[src/rtl/instr_fetch_pkg.sv]
// Shared RV32I core definitions: fetch FSM states, queue entry layout and the canonical NOP.
package instr_fetch_pkg;

    localparam logic [31:0] DEFAULT_NOP_INSTR = 32'h0000_0013;
    localparam logic [1:0]  QUEUE_DEPTH       = 2'd2;

    typedef enum logic [1:0] {
        FETCH,
        WAIT,
        DROP
    } fetch_state_t;

    typedef struct packed {
        logic [31:0] pc;
        logic [31:0] instr;
    } fetch_entry_t;

    function automatic logic is_word_aligned(input logic [31:0] addr);
        return addr[1:0] == 2'b00;
    endfunction

endpackage

[src/rtl/instr_fetch_queue.sv]
// Two-entry FIFO of fetched {pc, instr} pairs; flush wins over a simultaneous push.
module fetch_queue
    import instr_fetch_pkg::*;
(
    input  logic         clk,
    input  logic         reset,
    input  logic         flush_i,
    input  logic         push_i,
    input  fetch_entry_t push_entry_i,
    input  logic         pop_i,
    output logic [1:0]   count_o,
    output fetch_entry_t head_o
);

    fetch_entry_t entry_q [2];
    logic         rd_ptr_q, rd_ptr_d;
    logic         wr_ptr_q, wr_ptr_d;
    logic [1:0]   count_q, count_d;
    logic         do_push, do_pop;

    assign do_pop  = pop_i && (count_q != 2'd0);
    assign do_push = push_i && ((count_q != QUEUE_DEPTH) || do_pop);

    always_comb begin
        rd_ptr_d = rd_ptr_q;
        wr_ptr_d = wr_ptr_q;
        count_d  = count_q + {1'b0, do_push} - {1'b0, do_pop};
        if (do_push) wr_ptr_d = ~wr_ptr_q;
        if (do_pop)  rd_ptr_d = ~rd_ptr_q;
        if (flush_i) begin
            rd_ptr_d = 1'b0;
            wr_ptr_d = 1'b0;
            count_d  = 2'd0;
        end
    end

    always_ff @(posedge clk) begin
        if (reset) begin
            rd_ptr_q <= 1'b0;
            wr_ptr_q <= 1'b0;
            count_q  <= 2'd0;
        end else begin
            rd_ptr_q <= rd_ptr_d;
            wr_ptr_q <= wr_ptr_d;
            count_q  <= count_d;
        end
    end

    // Payload needs no reset: count_q alone decides whether an entry is live.
    always_ff @(posedge clk) begin
        if (do_push && !flush_i) entry_q[wr_ptr_q] <= push_entry_i;
    end

    assign count_o = count_q;
    assign head_o  = entry_q[rd_ptr_q];

endmodule

[src/rtl/instr_fetch.sv]
// RV32I fetch stage: PC generation, single-outstanding imem requests, 2-deep instruction queue.
module instr_fetch
    import instr_fetch_pkg::*;
#(
    parameter logic [31:0] RESET_PC  = 32'h0000_0000,
    parameter logic [31:0] NOP_INSTR = DEFAULT_NOP_INSTR
) (
    input  logic        clk,
    input  logic        reset,
    output logic        imem_req,
    output logic [31:0] imem_addr,
    input  logic        imem_rvalid,
    input  logic [31:0] imem_rdata,
    output logic        instr_valid,
    input  logic        instr_ready,
    output logic [31:0] idata,
    output logic [31:0] iaddr,
    input  logic        redirect_valid,
    input  logic [31:0] redirect_target,
    output logic        misaligned_fault
);

    fetch_state_t st_q, st_d;
    logic [31:0]  fetch_pc_q, fetch_pc_d;
    logic [31:0]  req_pc_q, req_pc_d;
    logic         fault_q;

    logic [1:0]   count;
    fetch_entry_t head;
    fetch_entry_t push_entry;
    logic         redirect_ok, response, push, pop, still_out, issue;
    logic [1:0]   count_after;
    logic [31:0]  req_addr;

    assign redirect_ok = redirect_valid && is_word_aligned(redirect_target);
    assign response    = (st_q != FETCH) && imem_rvalid;
    assign still_out   = (st_q != FETCH) && !imem_rvalid;
    assign push        = (st_q == WAIT) && imem_rvalid && !redirect_ok && !reset;
    assign pop         = instr_valid && instr_ready;

    // Occupancy as it will stand after this cycle's push/pop/flush, so a new
    // request is only launched when its word is guaranteed a free slot.
    always_comb begin
        count_after = count + {1'b0, push} - {1'b0, pop};
        if (redirect_ok) count_after = 2'd0;
    end

    assign issue = !reset && !still_out && (count_after < QUEUE_DEPTH);

    always_comb begin
        st_d       = st_q;
        fetch_pc_d = fetch_pc_q;
        req_pc_d   = req_pc_q;
        req_addr   = redirect_ok ? redirect_target : fetch_pc_q;
        if (issue) begin
            st_d       = WAIT;
            req_pc_d   = req_addr;
            fetch_pc_d = req_addr + 32'd4;
        end else begin
            if (redirect_ok) fetch_pc_d = redirect_target;
            if (response) begin
                st_d = FETCH;
            end else if (st_q == WAIT && redirect_ok) begin
                st_d = DROP;
            end
        end
        if (reset) begin
            st_d       = FETCH;
            fetch_pc_d = RESET_PC;
            req_addr   = RESET_PC;
        end
    end

    always_ff @(posedge clk) begin
        if (reset) begin
            st_q       <= FETCH;
            fetch_pc_q <= RESET_PC;
            req_pc_q   <= RESET_PC;
            fault_q    <= 1'b0;
        end else begin
            st_q       <= st_d;
            fetch_pc_q <= fetch_pc_d;
            req_pc_q   <= req_pc_d;
            fault_q    <= redirect_valid && !is_word_aligned(redirect_target);
        end
    end

    assign push_entry = '{pc: req_pc_q, instr: imem_rdata};

    fetch_queue u_queue (
        .clk          (clk),
        .reset        (reset),
        .flush_i      (redirect_ok),
        .push_i       (push),
        .push_entry_i (push_entry),
        .pop_i        (pop),
        .count_o      (count),
        .head_o       (head)
    );

    assign imem_req         = issue;
    assign imem_addr        = req_addr;
    assign instr_valid      = (count != 2'd0);
    assign idata            = instr_valid ? head.instr : NOP_INSTR;
    assign iaddr            = instr_valid ? head.pc : fetch_pc_q;
    assign misaligned_fault = fault_q;

endmodule

[config.mk]
export PLATFORM = sky130hd
export DESIGN_NAME = instr_fetch
export DESIGN_NICKNAME = d
export VERILOG_FILES = /design/src/rtl/instr_fetch_pkg.sv /design/src/rtl/instr_fetch_queue.sv /design/src/rtl/instr_fetch.sv
export SDC_FILE = /design/constraint.sdc
export NUM_CORES = 1
export LEC_CHECK = 0
export ABC_AREA = 1
export CAP_MARGIN = 30
export CORE_ASPECT_RATIO = 1.4
export CORE_UTILIZATION = 50
export DETAILED_ROUTE_END_ITERATION = 12
export PLACE_DENSITY = 0.85
export REMOVE_ABC_BUFFERS = 1
export SETUP_SLACK_MARGIN = 0.1
export SLEW_MARGIN = 15
export SYNTH_ARGS = -nofsm -noshare
export SYNTH_HDL_FRONTEND = slang
export SYNTH_SLANG_ARGS = --single-unit
[constraint.sdc]
create_clock -name clk -period 8.59 [get_ports clk]
set_input_delay 0.859 -clock clk [delete_from_list [all_inputs] [get_ports clk]]
set_output_delay 0.859 -clock clk [all_outputs]
set_load 0.01 [all_outputs]
==> Yosys cells after proc, flatten, opt, wreduce, memory -nomap -nowiden <==
Memory sizes are Yosys's and may differ from the RTL's. A register that Yosys moved wholly into a read port is not among the register bits.
Cells that the tools add are included.
{ "word_totals": {"regBits": 71, "ramBits": 128, "input_bits": 69, "out_inout_bits": 99, "word_cells": 58, "memories": 1} }
{ "classes": {"n_addsub": 5, "magnitude_cmp": 1, "n_eq_ne": 2, "muxes": 13, "n_bitwise": 2, "n_reduce_logical": 26} }
{ "memory_table": {"columns": ["name", "depth", "width", "rd", "rd_ports_with_merged_regs", "wr", "line", "text"], "rows": [
  ["u_queue.entry_q", 2, 64, 1, 1, 1, "instr_fetch_queue.sv:15", "fetch_entry_t entry_q [2];"]
]} }
{ "ops": {"columns": ["cell", "n"], "rows": [
  ["2-to-1 mux 32 bit", 5],
  ["adder 32 x 3 -> 32 bit (second input constant)", 1],
  ["logical AND 1 bit", 14],
  ["2-to-1 mux 1 bit", 7],
  ["zero test 1 bit", 5],
  ["adder 2 x 1 -> 2 bit", 2],
  ["nonzero test 2 bit", 2],
  ["subtractor 2 x 1 -> 2 bit", 2],
  ["nonzero test 3 bit", 1],
  ["OR reduction 3 bit", 1],
  ["equality test 2 x 1 -> 1 bit (second input constant)", 1],
  ["zero test 2 bit", 1],
  ["less-than comparator 2 bit (second input constant)", 1],
  ["2-to-1 mux 2 bit", 1],
  ["inequality test 2 bit (second input constant)", 1],
  ["inverter 1 bit", 2],
  ["OR reduction 2 bit", 1],
  ["logical OR 1 bit", 1]
]} }

==> Logic depth before layout (Yosys ltp) <==
Gate-level depths: netlist (run 1).
{ "logic_depth": {"word_depth": 11, "depth_mapped": 18, "ltp_nobuf": 15} }

==> Modules after synthesis <==
A second synthesis (run 1) with hierarchy kept.
{ "unflattened": {"cells_unflattened": 987, "area_unflattened_um2": 9554.2} }
{ "by_module_without_submodules": {"columns": ["module", "instances", "cells_each", "area_per_inst_um2", "seq_area_each_um2"], "rows": [
  ["fetch_queue", 1, 235, 5168.7, 3943.8],
  ["instr_fetch", 1, 752, 4385.5, 1341.3]
]} }

==> Worst setup path after synthesis (run 1) <==
Ideal clock, no wire load.
{ "synth_timing": {"path_type": "in2reg", "startpoint": "input port redirect_valid", "endpoint": "memory u_queue.entry_q[0][0] (netlist bit) (enable)", "setup_ns": 0.488, "arrival_time_ns": 4.262, "required_ns": 8.102, "slack_ns": 3.840, "path_stages": 4, "n_path_buf": 1, "path_cell_list": "buf_2 -> a21oi_1 -> o311ai_0 -> nor2_1"} }
{ "synth_via": {"elab_chain_len": 8} }
{ "synth_rtl": {"columns": ["item", "line", "text"], "rows": [
  ["from (decl)", "instr_fetch.sv:18", "input logic redirect_valid,"],
  ["logical AND 1 bit *", "instr_fetch.sv:35", "assign redirect_ok = redirect_valid && is_word_aligned(redirect_target);"],
  ["zero test 1 bit *", "instr_fetch_queue.sv:51, instr_fetch.sv:38", null],
  ["logical AND 1 bit (2 in series)", "instr_fetch.sv:38", "assign push = (st_q == WAIT) && imem_rvalid && !redirect_ok && !reset;"],
  ["logical AND 1 bit", "instr_fetch_queue.sv:22", "assign do_push = push_i && ((count_q != QUEUE_DEPTH) || do_pop);"],
  ["logical AND 1 bit *", "instr_fetch_queue.sv:51", "if (do_push && !flush_i) entry_q[wr_ptr_q] <= push_entry_i;"],
  ["2-to-1 mux 1 bit *", "instr_fetch_queue.sv:51", null],
  ["2-to-1 mux 1 bit (not written as such) *", "instr_fetch_queue.sv:51", null],
  ["to (decl)", "instr_fetch_queue.sv:15", null]
]} }
Mark *: on every way between the ends. The rest lies on a longest branch, timed or not.

==> Final worst setup path (run 1) <==
{ "layout_timing": {"startpoint": "input port redirect_target[1]", "endpoint": "output port imem_addr[2]"} }
{ "layout_via": {"elab_chain_len": 4} }
{ "layout_rtl": {"columns": ["item", "line", "text"], "rows": [
  ["from (decl)", "instr_fetch.sv:19", "input logic [31:0] redirect_target,"],
  ["zero test 2 bit", "instr_fetch_pkg.sv:19", "return addr[1:0] == 2'b00;"],
  ["logical AND 1 bit", "instr_fetch.sv:35", null],
  ["2-to-1 mux 32 bit", null, null],
  ["2-to-1 mux 32 bit", "instr_fetch.sv:67", "if (reset) begin"],
  ["to (decl)", "instr_fetch.sv:11", "output logic [31:0] imem_addr,"]
]} }
No other way between the ends.

==> results.json, run 1 <==
{
  "p_per_area_nw_per_um2": 259,
  "cts_made_buffers": 17,
  "final_area_sq_um": 11300,
  "avgViaCountPerCell": 5.34,
  "track_usage_pct": 25.8,
  "power_mw": 2.93,
  "syn_avg_cell_area_sq_um": 8.86,
  "htreeDepth": 4,
  "vias": 7504,
  "drc_errors": 0,
  "post_dp_cell_area_sq_um": 10800,
  "synth_seq_area_share_pct": 59.0,
  "cellLeakagePower_nw": 4.50,
  "rows": 57,
  "dp_hpwl_microns": 14900,
  "slew_headroom_pct": 37.0,
  "drt_iter0_drc": 639,
  "setup_ws_ns": 3.82,
  "ant_nets": 0,
  "grt_max_degree": 86,
  "cts_tree": "done",
  "timing.final.hold_violations": 0,
  "die_height_microns": 160,
  "synthFlopType": "edfxtp_1",
  "path_cells": "clkdlybuf4s50_1, nor2_4, nand2_2, buf_4, o21ai_2, inv_1, nor2_1, clkdlybuf4s50_1",
  "antenna_cells": 0,
  "grt_pass1_vias": 7451,
  "end_kind": "output pin",
  "place_ws_ns": 3.87,
  "overflow": 0,
  "mappedNetlistArea_sq_um": 8950,
  "drv_cap": 0,
  "fin_crit_sh_pct": 55.5,
  "synthDominantCellAreaShare_pct": 42.9,
  "yosys_warnings": 0,
  "cts-root-buf": "clkbuf_16",
  "report.final.slew_viol_count": 0,
  "final_cell_mix": "nand2_1, clkdlybuf4s50_1, edfxtp_1, nor2_1, a21oi_1",
  "fillerInstances": 1379,
  "fin_skew_ns": 0.00715,
  "synthArstFlopShare_pct": 0,
  "clockBufferDepth": 2,
  "regArea_sq_um": 5290,
  "multi_input_area_sq_um": 3070,
  "rsz0062_at_grt": "false",
  "setup_viol": 0,
  "synth.area.top_cells": "edfxtp_1, dfxtp_1, nand2_1, a21oi_1, nor2_1",
  "area_growth_pct": 26.7,
  "io_buffers": 167,
  "yosys.cell_types.count": 37,
  "cp_slowest_cell": "nor2_4",
  "drive_gt1_share_pct": 5.05,
  "crit_type": "in2out",
  "worst_pin_slew_ns": 0.945,
  "cp.required_ns": 7.73,
  "drt-total-wl_microns": 23200,
  "first_pass_iters": 6,
  "cts_sinks": 200,
  "path_clk_slew_ns": 0.07,
  "post_cts_buffers": 0,
  "max_freq_mhz": 210,
  "hold_ws_ns": 0.460,
  "nNetsFinal": 1229,
  "status": "completed",
  "startpoint_type": "input pin",
  "cts_hold_buf": 0,
  "yosysTopAreaCell": "edfxtp_1",
  "dieArea_sq_um": 18500,
  "core_area_sq_um": 17500,
  "clkLatencyLatePin_ns": 0.43,
  "final_common_cell": "nand2_1",
  "start_util_pct": 51.2,
  "ys_ff_latch": 200,
  "setup_tns_ns": 0,
  "die_w_microns": 115,
  "antenna_found_initial": 0,
  "path_buf_inv": 4,
  "syn_inst": 1011,
  "crit_top_cell": "clkdlybuf4s50_1",
  "crit_arrival_ns": 3.91,
  "synth_edf_count": 128,
  "ioPinCount": 168,
  "vdd_ir_drop_max_v": 0.000132,
  "fin_crit_ns": 4.77,
  "wl_per_cell_microns": 16.5,
  "grt_pass1_wl_microns": 36600,
  "hp-class": "reg2reg",
  "crit_family": "buffers and inverters",
  "slowest_delay_ns": 0.63,
  "cp_max_fo": 41,
  "gp_congestion": 0.875,
  "ctsResizeCount": 0
}
[report_power, final]
| group | internal [mW] | total, mW | switching [mW] |
|---|---|---|---|
| Combinational | 0.430 | 0.978 | 0.548 |
| Clock | 0.446 | 0.778 | 0.332 |
| Sequential | 1.13 | 1.18 | 0.0465 |
| Total | 2.01 | 2.93 | 0.927 |
[cells by family after synthesis]
| logic type | count (synthesis) | share of synthesized area, % |
|---|---|---|
| adders and majority gates | 4 | 0.559 |
| buffers and inverters | 153 | 7.00 |
| xor gates and xnor gates | 3 | 0.293 |
| DFF | 200 | 59.0 |
| AOI/OAI and AO/OA | 174 | 10.8 |
| and+or+nand+nor | 477 | 22.3 |
[per-stage QoR]
step | instances | utilization (%)
finish | 1405 | 64.9
global route | 1405 | 64.9
CTS | 1405 | 64.9
detailed placement | 1373 | 61.6
global placement | 1372 | 61.6
floorplan | 959 | -
[registers in the layout, summed over array words and instances, names as in the netlist, named ones only]
| register | cells |
|---|---|
| fetch_pc_q | 32 |
| u_queue.count_o | 2 |
| req_pc_q | 32 |
| u_queue.wr_ptr_q | 1 |
| u_queue.entry_q | 128 |
| misaligned_fault | 1 |
| st_q | 2 |
| u_queue.rd_ptr_q | 1 |
[worst paths after layout]
path / start / end / slack [ns] / cells after the start
max: redirect_target[1] / imem_addr[2] / 3.82 / 8
min: req_pc_q[24]$_SDFFE_PP0P_ / u_queue.entry_q[1][56]$_DFFE_PP_ / 0.46 / 0
min reg2reg: req_pc_q[24]$_SDFFE_PP0P_ / u_queue.entry_q[1][56]$_DFFE_PP_ / 0.46 / 0
max reg2reg: st_q[1]$_SDFFE_PP0P_ / u_queue.entry_q[0][29]$_DFFE_PP_ / 5.94 / 7
[synthesized netlist by cell type, drive strengths merged (2+ instances only)]
cell and number:
a21oi 109, or2 2, nand4 14, xor2 2, a22oi 21, o21a 2
a211oi 6, buf 28, nor3 5, dfxtp 72, nor2 125, o21ai 31
nand2 271, nand3 49, edfxtp 128, nand3b 10, ha 4, inv 101
clkbuf 24
[per-layer routing]
metal	wire length (microns)	GRT usage [%]	up-vias
li1	-	-	3638
met1	9100	29.8	3502
met2	12100	45.9	305
met3	1260	3.36	59
met4	799	13.9	0
met5	0	0	-
[layout make-up]
cell class	instances	share of cell area [%]
well taps	236	2.60
clock buffers	24	4.17
inverters	101	3.34
repair buffers	178	15.4
clock inverters	8	0.860
multi-input cells	658	27.0
flip-flops and latches	200	46.6
[worst reg2reg max path: cells and delay by family (launching register included)]
family                 cells  cell delay [ns]
buffers and inverters      3             0.95
DFF                        1             0.34
AOI/OAI and AO/OA          1             0.32
and+or+nand+nor            3             0.63
Note: power is estimated with default switching activity, not from simulation.
==> run 2: changes to the inputs <==
Clock period 8.59 ns to 4.78 ns, I/O delays scaled along.
==> results.json, run 2 (synthesized netlist as in run 1, its figures left out) <==
{
  "status": "completed",
  "gp_congestion": 0.921,
  "htreeDepth": 4,
  "start_util_pct": 51.2,
  "setup_ws_ns": 1.23,
  "path_buf_inv": 2,
  "post_cts_buffers": 0,
  "fin_util_pct": 65.3,
  "fillerInstances": 1392,
  "worst_pin_slew_ns": 0.866,
  "cp_max_fo": 58,
  "antenna_found_initial": 0,
  "final_cell_mix": "nand2_1, clkdlybuf4s50_1, edfxtp_1, nor2_1, a21oi_1",
  "path_clk_slew_ns": 0.07,
  "cts-root-buf": "clkbuf_16",
  "slowest_delay_ns": 0.68,
  "largest_register_ffs": 128,
  "track_usage_pct": 25.7,
  "rows": 57,
  "cellLeakagePower_nw": 4.52,
  "ant_nets": 0,
  "report.final.slew_viol_count": 0,
  "fin_crit_sh_pct": 74.3,
  "reg_top3": "u_queue.entry_q (128), fetch_pc_q (32), req_pc_q (32)",
  "first_pass_iters": 6,
  "rsz0062_at_grt": "false",
  "setup_viol": 0,
  "cts_tree": "done",
  "cts_made_buffers": 17,
  "end_kind": "output pin",
  "final_common_cell": "nand2_1",
  "r2r_start": "u_queue.count_o[1]$_SDFF_PP0_",
  "grt_max_degree": 65,
  "path_cells": "nor2_4, buf_4, a21oi_1, a21oi_1, clkdlybuf4s50_1",
  "drc_errors": 0,
  "startpoint_type": "flop",
  "ctsResizeCount": 0,
  "crit_top_cell": "a21oi_1",
  "nNetsFinal": 1232,
  "crit_family": "buffers and inverters",
  "drt-total-wl_microns": 23400,
  "p_per_area_nw_per_um2": 469,
  "crit_arrival_ns": 3.07,
  "worstRegToRegCells": 15,
  "cp.depth": 5,
  "avgViaCountPerCell": 5.42,
  "drv_cap": 0,
  "cts_sinks": 200,
  "setup_tns_ns": 0,
  "slew_headroom_pct": 42.0,
  "holdPathStages": 0,
  "area_growth_pct": 27.3,
  "vias": 7633,
  "place_ws_ns": 1.36,
  "io_buffers": 167,
  "hp-class": "reg2reg",
  "fin_skew_ns": 0.0122,
  "grt_pass1_vias": 7589,
  "drt_iter0_drc": 640,
  "cp_slowest_cell": "buf_4",
  "vdd_ir_drop_max_v": 0.000337,
  "timing.final.hold_violations": 0,
  "clockBufferDepth": 2,
  "antenna_cells": 0,
  "ioPinCount": 168,
  "drive_gt1_share_pct": 5.80,
  "r2r-end": "fetch_pc_q[27]$_SDFF_PP0_",
  "clkLatencyLatePin_ns": 0.43,
  "regArea_sq_um": 5290,
  "wl_per_cell_microns": 16.6,
  "die_w_microns": 115,
  "grt_pass1_wl_microns": 36600,
  "cp.required_ns": 4.30,
  "crit_type": "reg2out",
  "max_freq_mhz": 282,
  "cts_hold_buf": 0,
  "overflow": 0,
  "dieArea_sq_um": 18500,
  "core_area_sq_um": 17500,
  "worstHoldStart": "req_pc_q[5]$_SDFFE_PP0P_",
  "multi_input_area_sq_um": 3070,
  "die_height_microns": 160,
  "dp_hpwl_microns": 15400,
  "fin_crit_ns": 3.55,
  "r2r_slack_ns": 1.68,
  "worstHoldEndpoint": "u_queue.entry_q[1][37]$_DFFE_PP_",
  "largest-register": "u_queue.entry_q",
  "hold_ws_ns": 0.448
}
run 2: cell types whose count changed in the layout (fill, tap and decap cells not counted), sizes merged:
cell,previous run,this run
clkbuf,24,20
buf,12,15
clkinvlp,1,4
clkinv,4,2
inv,102,104
bufinv,2,3
run 2: area by class of cell:
cell class	count	area share [%]
Clock buffer	20	3.83
Inverter	101	3.32
Multi-Input combinational cell	658	26.9
Sequential cell	200	46.4
Tap cell	236	2.59
Clock inverter	12	1.48
Timing Repair Buffer	181	15.5
run 2: metrics by stage:
step	power, mW	instance area, sq um	instances
global placement	3.87	10800	1376
detailed placement	3.91	10800	1376
global route	5.60	11400	1408
floorplan	3.04	8710	959
CTS	5.37	11400	1408
finish	5.35	11400	1408
run 2: worst max-delay path by stage:
stage | start | to
after detailed placement | redirect_target[1] | imem_addr[28]
after CTS | u_queue.count_o[1]$_SDFF_PP0_ | iaddr[21]
after floorplan | u_queue.count_o[1]$_SDFF_PP0_ | imem_req
after global placement | redirect_target[1] | imem_addr[28]
final | u_queue.count_o[1]$_SDFF_PP0_ | iaddr[21]
after global routing | u_queue.count_o[1]$_SDFF_PP0_ | iaddr[21]
run 2: routing by layer:
layer  global-route usage, %  vias up  wire, microns
met5                       0        -              0
met4                    13.5        0            982
met3                    4.30       72           1590
met2                    46.1      348          12000
met1                    28.8     3573           8810
li1                        -     3640              -
run 2: where the power goes:
part	internal [mW]	leakage, nW	switching (mW)
logic	0.773	2.48	0.990
clock network	0.835	0.281	0.636
registers	2.03	1.76	0.0841
total	3.64	4.52	1.71
==> run 3: changes to the inputs <==
Settings changed: CORE_UTILIZATION 50 to 47, PLACE_DENSITY 0.85 to 0.84.
Clock period 4.78 ns to 3.2 ns, I/O delays scaled along.
==> results.json, run 3 (synthesized netlist as in run 1, its figures left out) <==
{
  "wl_per_cell_microns": 16.8,
  "startpoint_type": "flop",
  "worst_pin_slew_ns": 0.650,
  "drt-total-wl_microns": 23800,
  "hold_ws_ns": 0.131,
  "area_growth_pct": 28.7,
  "p_per_area_nw_per_um2": 701,
  "cellLeakagePower_nw": 4.58,
  "ctsResizeCount": 0,
  "avgViaCountPerCell": 5.31,
  "cp_max_fo": 12,
  "core_area_sq_um": 18600,
  "status": "completed",
  "end_kind": "output pin",
  "crit_arrival_ns": 2.60,
  "final_common_cell": "nand2_1",
  "crit_type": "reg2out",
  "switching_share_pct": 31.5,
  "path_cells": "nor2_4, nor2_1, ha_1, inv_1, nand2_1, nand2_1, nand4_1, nand3_1, nand2_4, inv_2, clkdlybuf4s50_1",
  "p_int_mw": 5.54,
  "grt_max_degree": 76,
  "slowest_delay_ns": 0.56,
  "cts_tree": "done",
  "vdd_ir_drop_max_v": 0.000383,
  "dieArea_sq_um": 19600,
  "clkLatencyLatePin_ns": 0.43,
  "p_clk_share_pct": 27.3,
  "die_height_microns": 165,
  "report.final.slew_viol_count": 0,
  "reg_top3": "u_queue.entry_q (128), fetch_pc_q (32), req_pc_q (32)",
  "grt_pass1_vias": 7413,
  "start_util_pct": 48.1,
  "drive_gt1_share_pct": 6.11,
  "nNetsFinal": 1238,
  "timing.final.hold_violations": 0,
  "htreeDepth": 4,
  "drv_cap": 0,
  "io_buffers": 167,
  "antenna_cells": 0,
  "post_cts_buffers": 0,
  "die_w_microns": 119,
  "largest-register": "u_queue.entry_q",
  "setup_viol": 0,
  "drt_iter0_drc": 611,
  "cts_sinks": 200,
  "dp_hpwl_microns": 16100,
  "cp.required_ns": 2.88,
  "drc_errors": 0,
  "fin_crit_ns": 2.92,
  "rows": 59,
  "slew_headroom_pct": 56.6,
  "setup_tns_ns": 0,
  "cts_made_buffers": 17,
  "final_area_sq_um": 11500,
  "clockBufferDepth": 2,
  "overflow": 0,
  "first_pass_iters": 5,
  "path_clk_slew_ns": 0.07,
  "cp_slowest_cell": "clkdlybuf4s50_1",
  "fin_crit_sh_pct": 91.2,
  "track_usage_pct": 24.5,
  "grt_pass1_wl_microns": 36800,
  "ant_nets": 0,
  "ioPinCount": 168,
  "post_dp_cell_area_sq_um": 10900,
  "comb_power_share_pct": 33.2,
  "gp_congestion": 0.863,
  "seqPwrFrac_pct": 39.4,
  "antenna_found_initial": 0,
  "fin_skew_ns": 0.00687,
  "max_freq_mhz": 343,
  "rsz0062_at_grt": "false",
  "crit_top_cell": "nand2_1",
  "cts-root-buf": "clkbuf_16",
  "vias": 7544,
  "p_switching_mw": 2.55,
  "cts_hold_buf": 0,
  "hp-class": "in2reg",
  "largest_register_ffs": 128,
  "final_cell_mix": "nand2_1, clkdlybuf4s50_1, edfxtp_1, nor2_1, a21oi_1"
}
run 3: per-stage QoR:
stage                     power (mW)  instances  util [%]  setup slack [ns]
after floorplan                 4.55        959         -             -1.67
after global placement          5.86       1388      58.7             0.463
after detailed placement        5.93       1389      58.7             0.411
after CTS                       8.11       1421      61.9             0.263
after global routing            8.46       1422      62.0             0.107
final                           8.09       1422      62.0             0.283
run 3: path summary, 6_finish.rpt:
kind,from,endpoint,slack [ns],depth (start not counted)
max,u_queue.count_o[1]$_SDFF_PP0_,imem_req,0.28,11
min,reset,st_q[1]$_SDFFE_PP0P_,0.13,2
max reg2reg,u_queue.count_o[1]$_SDFF_PP0_,req_pc_q[10]$_SDFFE_PP0P_,0.81,11
min reg2reg,req_pc_q[5]$_SDFFE_PP0P_,u_queue.entry_q[1][37]$_DFFE_PP_,0.45,0
run 3: final cells by class:
type                            instances  area, sq um
Clock buffer                           17          425
Clock inverter                         15          181
Fill cell                            1524         7070
Inverter                              101          379
Multi-Input combinational cell        658         3070
Sequential cell                       200         5290
Tap cell                              244          305
Timing Repair Buffer                  187         1890
run 3: worst max-delay path, delay by kind of cell (launching register included):
kind / cells / cell delay, ns
fa+ha+maj: 1 / 0.21
buf+inv: 3 / 0.75
flops: 1 / 0.38
simple gates: 7 / 0.83
run 3: layer usage:
metal,global-route usage (%),vias up,wire length [microns]
met5,0,-,0
met4,13.9,0,964
met3,3.37,64,1420
met2,46.2,295,12800
met1,26.3,3518,8680
li1,-,3667,-
run 3: power groups by stage:
stage | Combinational (mW) | Sequential, mW | Clock, mW
floorplan | 1.33 | 3.21 | 0
detailed placement | 2.69 | 3.24 | 0
CTS | 2.70 | 3.19 | 2.23
global route | 2.91 | 3.21 | 2.33
finish | 2.69 | 3.19 | 2.21
global placement | 2.63 | 3.22 | 0
